<file path="config.mk">
export PLATFORM = sky130hd
export DESIGN_NAME = ad7864_read_sequencer
export DESIGN_NICKNAME = d
export VERILOG_FILES = /design/src/rtl/ad7864_read_sequencer.sv
export SDC_FILE = /design/constraint.sdc
export NUM_CORES = 1
export LEC_CHECK = 0
export ABC_AREA = 1
export CAP_MARGIN = 20
export CORE_AREA = 2 2 77 79
export DETAILED_ROUTE_END_ITERATION = 6
export DIE_AREA = 0 0 79 81
export RECOVER_POWER = 100
export SLEW_MARGIN = 20
export SYNTH_ARGS = -nofsm -noshare
export SYNTH_HDL_FRONTEND = slang
export SYNTH_SLANG_ARGS = --single-unit
export TNS_END_PERCENT = 5
</file>
<file path="constraint.sdc">
create_clock -name clkin -period 3.9 [get_ports clkin]
set_input_delay 0.585 -clock clkin [delete_from_list [all_inputs] [get_ports clkin]]
set_output_delay 0.585 -clock clkin [all_outputs]
set_load 0.005 [all_outputs]
</file>
<file path="src/rtl/ad7864_read_sequencer.sv">
// Read sequencer for the AD7864 ADC: CONVST pulse, BUSY tracking, CS/RD channel
// reads, and a valid/ready sample stream to the downstream serialiser.
module ad7864_read_sequencer #(
  parameter int unsigned CONV_PULSE   = 4,
  parameter int unsigned RD_LOW       = 3,
  parameter int unsigned RD_GAP       = 2,
  parameter int unsigned BUSY_TIMEOUT = 200
) (
  input  logic        clkin,
  input  logic        rst_bar,
  input  logic        dsp_conv_bar,
  input  logic [3:0]  ch_mask,
  output logic        ad_conv_bar,
  input  logic        ad_busy,
  output logic        ad_cs_bar,
  output logic        ad_rd_bar,
  input  logic [11:0] ad_db,
  output logic [11:0] ch_data,
  output logic [1:0]  ch_idx,
  output logic        ch_valid,
  input  logic        ch_ready,
  output logic        frame_done,
  output logic        conv_overrun,
  output logic        busy_err,
  output logic [2:0]  dbg_state
);

  typedef enum logic [2:0] {
    IDLE    = 3'd0,
    CONV    = 3'd1,
    WAIT_HI = 3'd2,
    WAIT_LO = 3'd3,
    RD      = 3'd4,
    HOLD    = 3'd5,
    GAP     = 3'd6,
    DONE    = 3'd7
  } state_t;

  localparam logic [7:0] CONV_LAST = 8'(CONV_PULSE);
  localparam logic [7:0] RD_LAST   = 8'(RD_LOW - 1);
  localparam logic [7:0] GAP_LAST  = 8'(RD_GAP - 1);
  localparam logic [7:0] TO_LAST   = 8'(BUSY_TIMEOUT - 1);

  state_t      state_q, state_d;
  logic [7:0]  cnt_q, cnt_d;
  logic [3:0]  mask_q, mask_d;
  logic [2:0]  dsp_sync_q, dsp_sync_d;
  logic [1:0]  busy_sync_q, busy_sync_d;
  logic        ad_conv_q, ad_conv_d;
  logic        ad_cs_q, ad_cs_d;
  logic        ad_rd_q, ad_rd_d;
  logic [11:0] ch_data_q, ch_data_d;
  logic [1:0]  ch_idx_q, ch_idx_d;
  logic        ch_valid_q, ch_valid_d;
  logic        frame_done_q, frame_done_d;
  logic        conv_overrun_q, conv_overrun_d;
  logic        busy_err_q, busy_err_d;
  logic        conv_req;
  logic        busy_s;

  function automatic logic [1:0] lowest_set(input logic [3:0] m);
    logic [1:0] r;
    r = 2'd0;
    for (int i = 3; i >= 0; i--) begin
      if (m[i]) r = 2'(i);
    end
    return r;
  endfunction

  // Stage 1 is the metastability flop, stage 2 the synchronised level, stage 3
  // its one-cycle-old copy; a request is stage 2 low while stage 3 is still high.
  assign conv_req = dsp_sync_q[2] & ~dsp_sync_q[1];
  assign busy_s   = busy_sync_q[1];

  // Sample handshake: ch_valid rises with ch_data/ch_idx and holds them stable
  // until a clock edge sees ch_valid & ch_ready; that edge transfers the sample.
  always_comb begin
    state_d        = state_q;
    cnt_d          = cnt_q;
    mask_d         = mask_q;
    dsp_sync_d     = {dsp_sync_q[1:0], dsp_conv_bar};
    busy_sync_d    = {busy_sync_q[0], ad_busy};
    ad_conv_d      = ad_conv_q;
    ad_cs_d        = ad_cs_q;
    ad_rd_d        = ad_rd_q;
    ch_data_d      = ch_data_q;
    ch_idx_d       = ch_idx_q;
    ch_valid_d     = ch_valid_q;
    frame_done_d   = 1'b0;
    conv_overrun_d = conv_req && (state_q != IDLE);
    busy_err_d     = 1'b0;

    unique case (state_q)
      IDLE: begin
        if (conv_req && (ch_mask != 4'd0)) begin
          mask_d  = ch_mask;
          cnt_d   = 8'd0;
          state_d = CONV;
        end
      end
      CONV: begin
        // The first CONV cycle only arms the strobe, so CONVST trails the
        // request detection by one edge and stays low CONV_PULSE cycles.
        if (cnt_q == CONV_LAST) begin
          ad_conv_d = 1'b1;
          cnt_d     = 8'd0;
          state_d   = WAIT_HI;
        end else begin
          ad_conv_d = 1'b0;
          cnt_d     = cnt_q + 8'd1;
        end
      end
      WAIT_HI: begin
        if (busy_s) begin
          cnt_d   = 8'd0;
          state_d = WAIT_LO;
        end else if (cnt_q == TO_LAST) begin
          busy_err_d = 1'b1;
          ad_cs_d    = 1'b1;
          state_d    = IDLE;
        end else begin
          cnt_d = cnt_q + 8'd1;
        end
      end
      WAIT_LO: begin
        if (!busy_s) begin
          ad_cs_d  = 1'b0;
          ad_rd_d  = 1'b0;
          ch_idx_d = lowest_set(mask_q);
          cnt_d    = 8'd0;
          state_d  = RD;
        end else if (cnt_q == TO_LAST) begin
          busy_err_d = 1'b1;
          ad_cs_d    = 1'b1;
          state_d    = IDLE;
        end else begin
          cnt_d = cnt_q + 8'd1;
        end
      end
      RD: begin
        if (cnt_q == RD_LAST) begin
          ch_data_d  = ad_db;
          ad_rd_d    = 1'b1;
          ch_valid_d = 1'b1;
          state_d    = HOLD;
        end else begin
          cnt_d = cnt_q + 8'd1;
        end
      end
      HOLD: begin
        if (ch_valid_q && ch_ready) begin
          ch_valid_d = 1'b0;
          mask_d     = mask_q & ~(4'b0001 << ch_idx_q);
          cnt_d      = 8'd0;
          state_d    = GAP;
        end
      end
      GAP: begin
        if (cnt_q == GAP_LAST) begin
          cnt_d = 8'd0;
          if (mask_q != 4'd0) begin
            ch_idx_d = lowest_set(mask_q);
            ad_rd_d  = 1'b0;
            state_d  = RD;
          end else begin
            state_d = DONE;
          end
        end else begin
          cnt_d = cnt_q + 8'd1;
        end
      end
      DONE: begin
        ad_cs_d      = 1'b1;
        frame_done_d = 1'b1;
        state_d      = IDLE;
      end
      default: state_d = IDLE;
    endcase
  end

  always_ff @(posedge clkin or negedge rst_bar) begin
    if (!rst_bar) begin
      state_q        <= IDLE;
      cnt_q          <= 8'd0;
      mask_q         <= 4'd0;
      dsp_sync_q     <= 3'b111;
      busy_sync_q    <= 2'b00;
      ad_conv_q      <= 1'b1;
      ad_cs_q        <= 1'b1;
      ad_rd_q        <= 1'b1;
      ch_data_q      <= 12'd0;
      ch_idx_q       <= 2'd0;
      ch_valid_q     <= 1'b0;
      frame_done_q   <= 1'b0;
      conv_overrun_q <= 1'b0;
      busy_err_q     <= 1'b0;
    end else begin
      state_q        <= state_d;
      cnt_q          <= cnt_d;
      mask_q         <= mask_d;
      dsp_sync_q     <= dsp_sync_d;
      busy_sync_q    <= busy_sync_d;
      ad_conv_q      <= ad_conv_d;
      ad_cs_q        <= ad_cs_d;
      ad_rd_q        <= ad_rd_d;
      ch_data_q      <= ch_data_d;
      ch_idx_q       <= ch_idx_d;
      ch_valid_q     <= ch_valid_d;
      frame_done_q   <= frame_done_d;
      conv_overrun_q <= conv_overrun_d;
      busy_err_q     <= busy_err_d;
    end
  end

  assign ad_conv_bar  = ad_conv_q;
  assign ad_cs_bar    = ad_cs_q;
  assign ad_rd_bar    = ad_rd_q;
  assign ch_data      = ch_data_q;
  assign ch_idx       = ch_idx_q;
  assign ch_valid     = ch_valid_q;
  assign frame_done   = frame_done_q;
  assign conv_overrun = conv_overrun_q;
  assign busy_err     = busy_err_q;
  assign dbg_state    = state_q;

endmodule
</file>
# After elaboration in Yosys (flattened, before gate mapping)
# Cells that the tools add are included.
# word_totals
ff_bits,41
elab_cells,108
in_bits,21
output_inout_bits,24
# op_classes
reduce_logical,21
n_mux,47
bitwise,4
add_sub_neg,1
n_shift,1
eq_ne,20
# ops
op,n
$mux W8,8
$pmux W8 S7,1
$mux W3,8
$pmux W3 S8,1
$ne A2 B2 Y1 const B,9
$mux W2,8
$mux W1,13
$eq A3 B3 Y1 const B,4
$reduce_and A5 Y1,2
$reduce_bool A3 Y1,3
$add A8 B1 Y8 const B,1
$eq A8 B1 Y1 const B,1
$eq A8 B2 Y1 const B,1
$eq A8 B3 Y1 const B,1
$eq A8 B8 Y1 const B,1
$mux W4,2
$pmux W4 S2,1
$reduce_and A4 Y1,2
$reduce_bool A4 Y1,2
$reduce_bool A7 Y1,1
$eq A3 B2 Y1 const B,2
$pmux W1 S3,2
$reduce_and A3 Y1,2
$reduce_bool A2 Y1,3
11 further kinds,15

# Longest topological paths before layout
# logic_depth
depth_word,7
mapped_depth,11
ltp_nobuf,10

# Least setup slack after synthesis
# No wires, ideal clock.
# synth_path
path_type,reg-to-reg
from,register cnt_q[0]
to,"register ch_data_q[10], in the netlist ch_data[10]"
setup_ns,0.125
path_stages_with_launch,8
path_buffers,1
period_less_slack_ns,1.491
t_arrival_ns,1.366
path_slack_ns,2.409
t_required_ns,3.775
path_cell_list,dfrtp_1 inv_1 ha_1 nand2_1 nor2_2 nand2_4 buf_6 mux2_4
# synth_between
elab_chain_len,2
# synth_rtl
item,line,source
"start, declared",45,"logic [7:0] cnt_q, cnt_d;"
"start signal, assigned",199,cnt_q <= cnt_d;
$eq A8 B2 Y1,141,if (cnt_q == RD_LAST) begin
$reduce_and A2 Y1 (no line),--,
"end signal, assigned",206,ch_data_q <= ch_data_d;
"end, declared",52,"logic [11:0] ch_data_q, ch_data_d;"
# Every way passes these cells.
# A chain may end at the register's enable or synchronous reset.

# Worst setup path after layout
# layout_path
from,register cnt_q[0]
to,register cnt_q[0]
# layout_between
elab_chain_len,4
# layout_rtl
item,line,source
$add A8 B1 Y8 / $eq A8 B8 Y1 (equally long branches),--,
$mux W8,"117, 132",
"$mux W8, on equally long branches","126, 114",
$pmux W8 S7,93,unique case (state_q)
# Parallel ways exist; a longest one is shown, timed or not. The select of a mux whose other input is x is not followed.

==> results.sh <==
export IMPL_drc=0
export IMPL_path_clk_slew_ns=0.08
export IMPL_outcome="complete, but fails checks"
export IMPL_crit_type="reg -> reg"
export IMPL_top_usage_layer="met2"
export IMPL_stdcell_area_um2=2720
export IMPL_rsz0062_at_grt="false"
export IMPL_failed_checks="capacitance limit, slew limit"
export IMPL_dr_total_vias=1771
export IMPL_cp_cell_sequence="inv_1, ha_1, nand2_1, nor2_1, nand2_1, nand2_1, nor2_1, nand2_1, nand2_1, nand2_1"
export IMPL_post_dp_hpwl_um=3420
export IMPL_start_util_pct=38.3
export IMPL_hold_class="reg -> reg"
export IMPL_nets=319
export IMPL_crit_fanout=14
export IMPL_setup_ws_ns=1.55
export IMPL_grt_remaining_overflow=0
export IMPL_p_total_mw=1.82
export IMPL_fin_util_pct=48.0
export IMPL_clock_sinks=41
export IMPL_startpoint_type="register"
export IMPL_dpl_instance_area_um2=2670
export IMPL_first_pass_iters=4
export IMPL_reg2reg_depth=10
export IMPL_drtIter0Drc=61
export IMPL_syn_nets=272
export IMPL_period_needed_ns=2.35
export IMPL_postRouteWirelength_um=4570
export IMPL_gr_usage_met1_pct=20.4
export IMPL_grt_pass1_vias=1733
export IMPL_finalSetupViolCount=0
export IMPL_worstMarginPinSlew_ns=2.14
export IMPL_cp_slowest_cell="nor2_1"
export IMPL_fmax_ghz=0.425
export IMPL_core_rowCount=28
export IMPL_final_cell_mix="57 x nand2_1, 35 x dfrtp_1, 30 x nor2_1"
export IMPL_grt_max_degree=42
export IMPL_pin_count=45
export IMPL_use_met2_pct=25.8
export IMPL_finClkSkew_ns=0.00555
export IMPL_drive_above_1_share_pct=8.81
export IMPL_ctsLongestPathBuffers=2
export IMPL_cts_buffers=5
export IMPL_grt_pass1_wl_um=7910
export IMPL_finalCritPeriodShare_pct=60.3
export IMPL_setup_worst_path_start="cnt_q[0]$_DFFE_PN0P_"
export IMPL_leakagePower_nw=1.30
export IMPL_cts_setup_buffers=0
export IMPL_finalHoldViolCount=0
export IMPL_io_buffers=44
export IMPL_endpoint_kind="register"
export IMPL_min_path_cells=0
export IMPL_die_area_um2=6400
export IMPL_r2r_end="cnt_q[0]$_DFFE_PN0P_"
export IMPL_r2r_slack_ns=1.55
export IMPL_fin_tns_setup_ns=0
export IMPL_crit_arrival_ns=2.54
export IMPL_areaGrowthSynthToFinish_pct=25.2
export IMPL_n_antenna_cell=0
export IMPL_cts_repair_resized=0
export IMPL_core_area_um2=5680
export IMPL_min_from="busy_sync_q[0]$_DFF_PN0_"
export IMPL_h_tree_depth=2
export IMPL_tritoncts="built"
export IMPL_slew_violations=42
export IMPL_grt_use_total_pct=15.8
export IMPL_slowest_delay_ns=0.48
export IMPL_ant_nets=0
export IMPL_crit_required_ns=4.09
export IMPL_dp_slack_ns=1.90
export IMPL_wl_per_cell_um=12.4
export IMPL_die_h_um=81
export IMPL_cp_common_cell="nand2_1"
export IMPL_cts_root_buffer="clkbuf_8"
export IMPL_drv_cap=1
export IMPL_synth_area_um2=2170
export IMPL_use_met3_pct=3.22
export IMPL_yosysSeqAreaShare_pct=47.5
export IMPL_netlist_cell_type_count=28
export IMPL_p_per_area_nw_per_um2=668
export IMPL_clock_latency_ns=0.29
export IMPL_viasPerCell=4.79
export IMPL_reg2reg_from="cnt_q[0]$_DFFE_PN0P_"
export IMPL_hold_buffers=0
export IMPL_vdd_drop_max_mv=0.270
export IMPL_final_common_cell="nand2_1"
export IMPL_die_w_um=79
export IMPL_slew_headroom_pct=-42.4
export IMPL_syn_avg_cell_area_um2=8.80
export IMPL_ys_seq_elements=41
export IMPL_yosysWarnings=0
export IMPL_syn_inst=247
export IMPL_antenna_found_initial=0
export IMPL_hold_end="busy_sync_q[1]$_DFF_PN0_"
export IMPL_gp_congestion=0.875
-- power breakdown --
group	internal (mW)	switching [mW]
clock	0.254	0.146
combinational	0.330	0.381
sequential	0.578	0.128
total	1.16	0.656
-- layer usage --
layer  share of wire [%]  up-vias
met5                   0        -
met4                 2.1        0
met3                 4.8        9
met2                  48       54
met1                  45      821
li1                    -      887
-- cell families after synthesis --
kind of cell,count (synthesis),synth area share [%]
mux,12,7.77
flops,41,47.5
compound gates,32,8.57
xor+xnor,4,1.61
buf+inv,36,7.31
fa+ha+maj,4,2.30
simple gates,118,24.9
-- critical path, delay by kind of cell, from the launching register on --
family / cells / cell delay [ns]
AND/OR/NAND/NOR: 8 / 1.51
flip-flops: 1 / 0.42
buffers and inverters: 1 / 0.10
adder cells (fa/ha/maj): 1 / 0.20
-- cell usage after synthesis, drive strengths merged --
cell type / instances / share of area, %
nand2: 59 / 11
dfrtp: 35 / 40
nor2: 34 / 7.6
inv: 32 / 5.5
o21ai: 24 / 5.7
nand3: 18 / 4.4
mux2: 12 / 7.8
dfstp: 6 / 7.2
nand4: 6 / 1.7
a21oi: 4 / 1.4
ha: 4 / 2.3
xor2: 4 / 1.6
buf: 3 / 1.6
o211ai: 2 / 0.69
clkbuf: 1 / 0.23
nor3: 1 / 0.23
o2111ai: 1 / 0.40
o21a: 1 / 0.35
-- area by class of cell --
class | instances | area, µm²
clock buffers | 5 | 68.8
multi-input cells | 170 | 907
well taps | 75 | 93.8
fillers | 560 | 2950
repair buffers | 44 | 434
inverters | 32 | 120
clock inverters | 3 | 65.1
flip-flops and latches | 41 | 1030
-- worst max-delay path by stage --
| stage | to |
|---|---|
| after floorplan | ch_data[10]$_DFFE_PN0P_ |
| after global placement | cnt_q[0]$_DFFE_PN0P_ |
| after detailed placement | cnt_q[0]$_DFFE_PN0P_ |
| after CTS | dbg_state[0] |
| after global routing | cnt_q[0]$_DFFE_PN0P_ |
| final | cnt_q[0]$_DFFE_PN0P_ |
-- stage by stage --
step / cells / hold slack [ns]
final: 370 / 0.351
after global routing: 370 / 0.363
after CTS: 370 / 0.354
after detailed placement: 362 / 0.335
after global placement: 362 / 0.336
after floorplan: 247 / 0.289
-- registers in the layout, summed over array words and instances, names as in the netlist --
register	count
dsp_sync_q	3
ch_data	12
cnt_q	8
ch_valid	1
dbg_state	3
frame_done	1
conv_overrun	1
ad_rd_bar	1
ad_conv_bar	1
mask_q	4
busy_err	1
ad_cs_bar	1
ch_idx	2
busy_sync_q	2
Note: power is estimated with default switching activity, not from simulation.
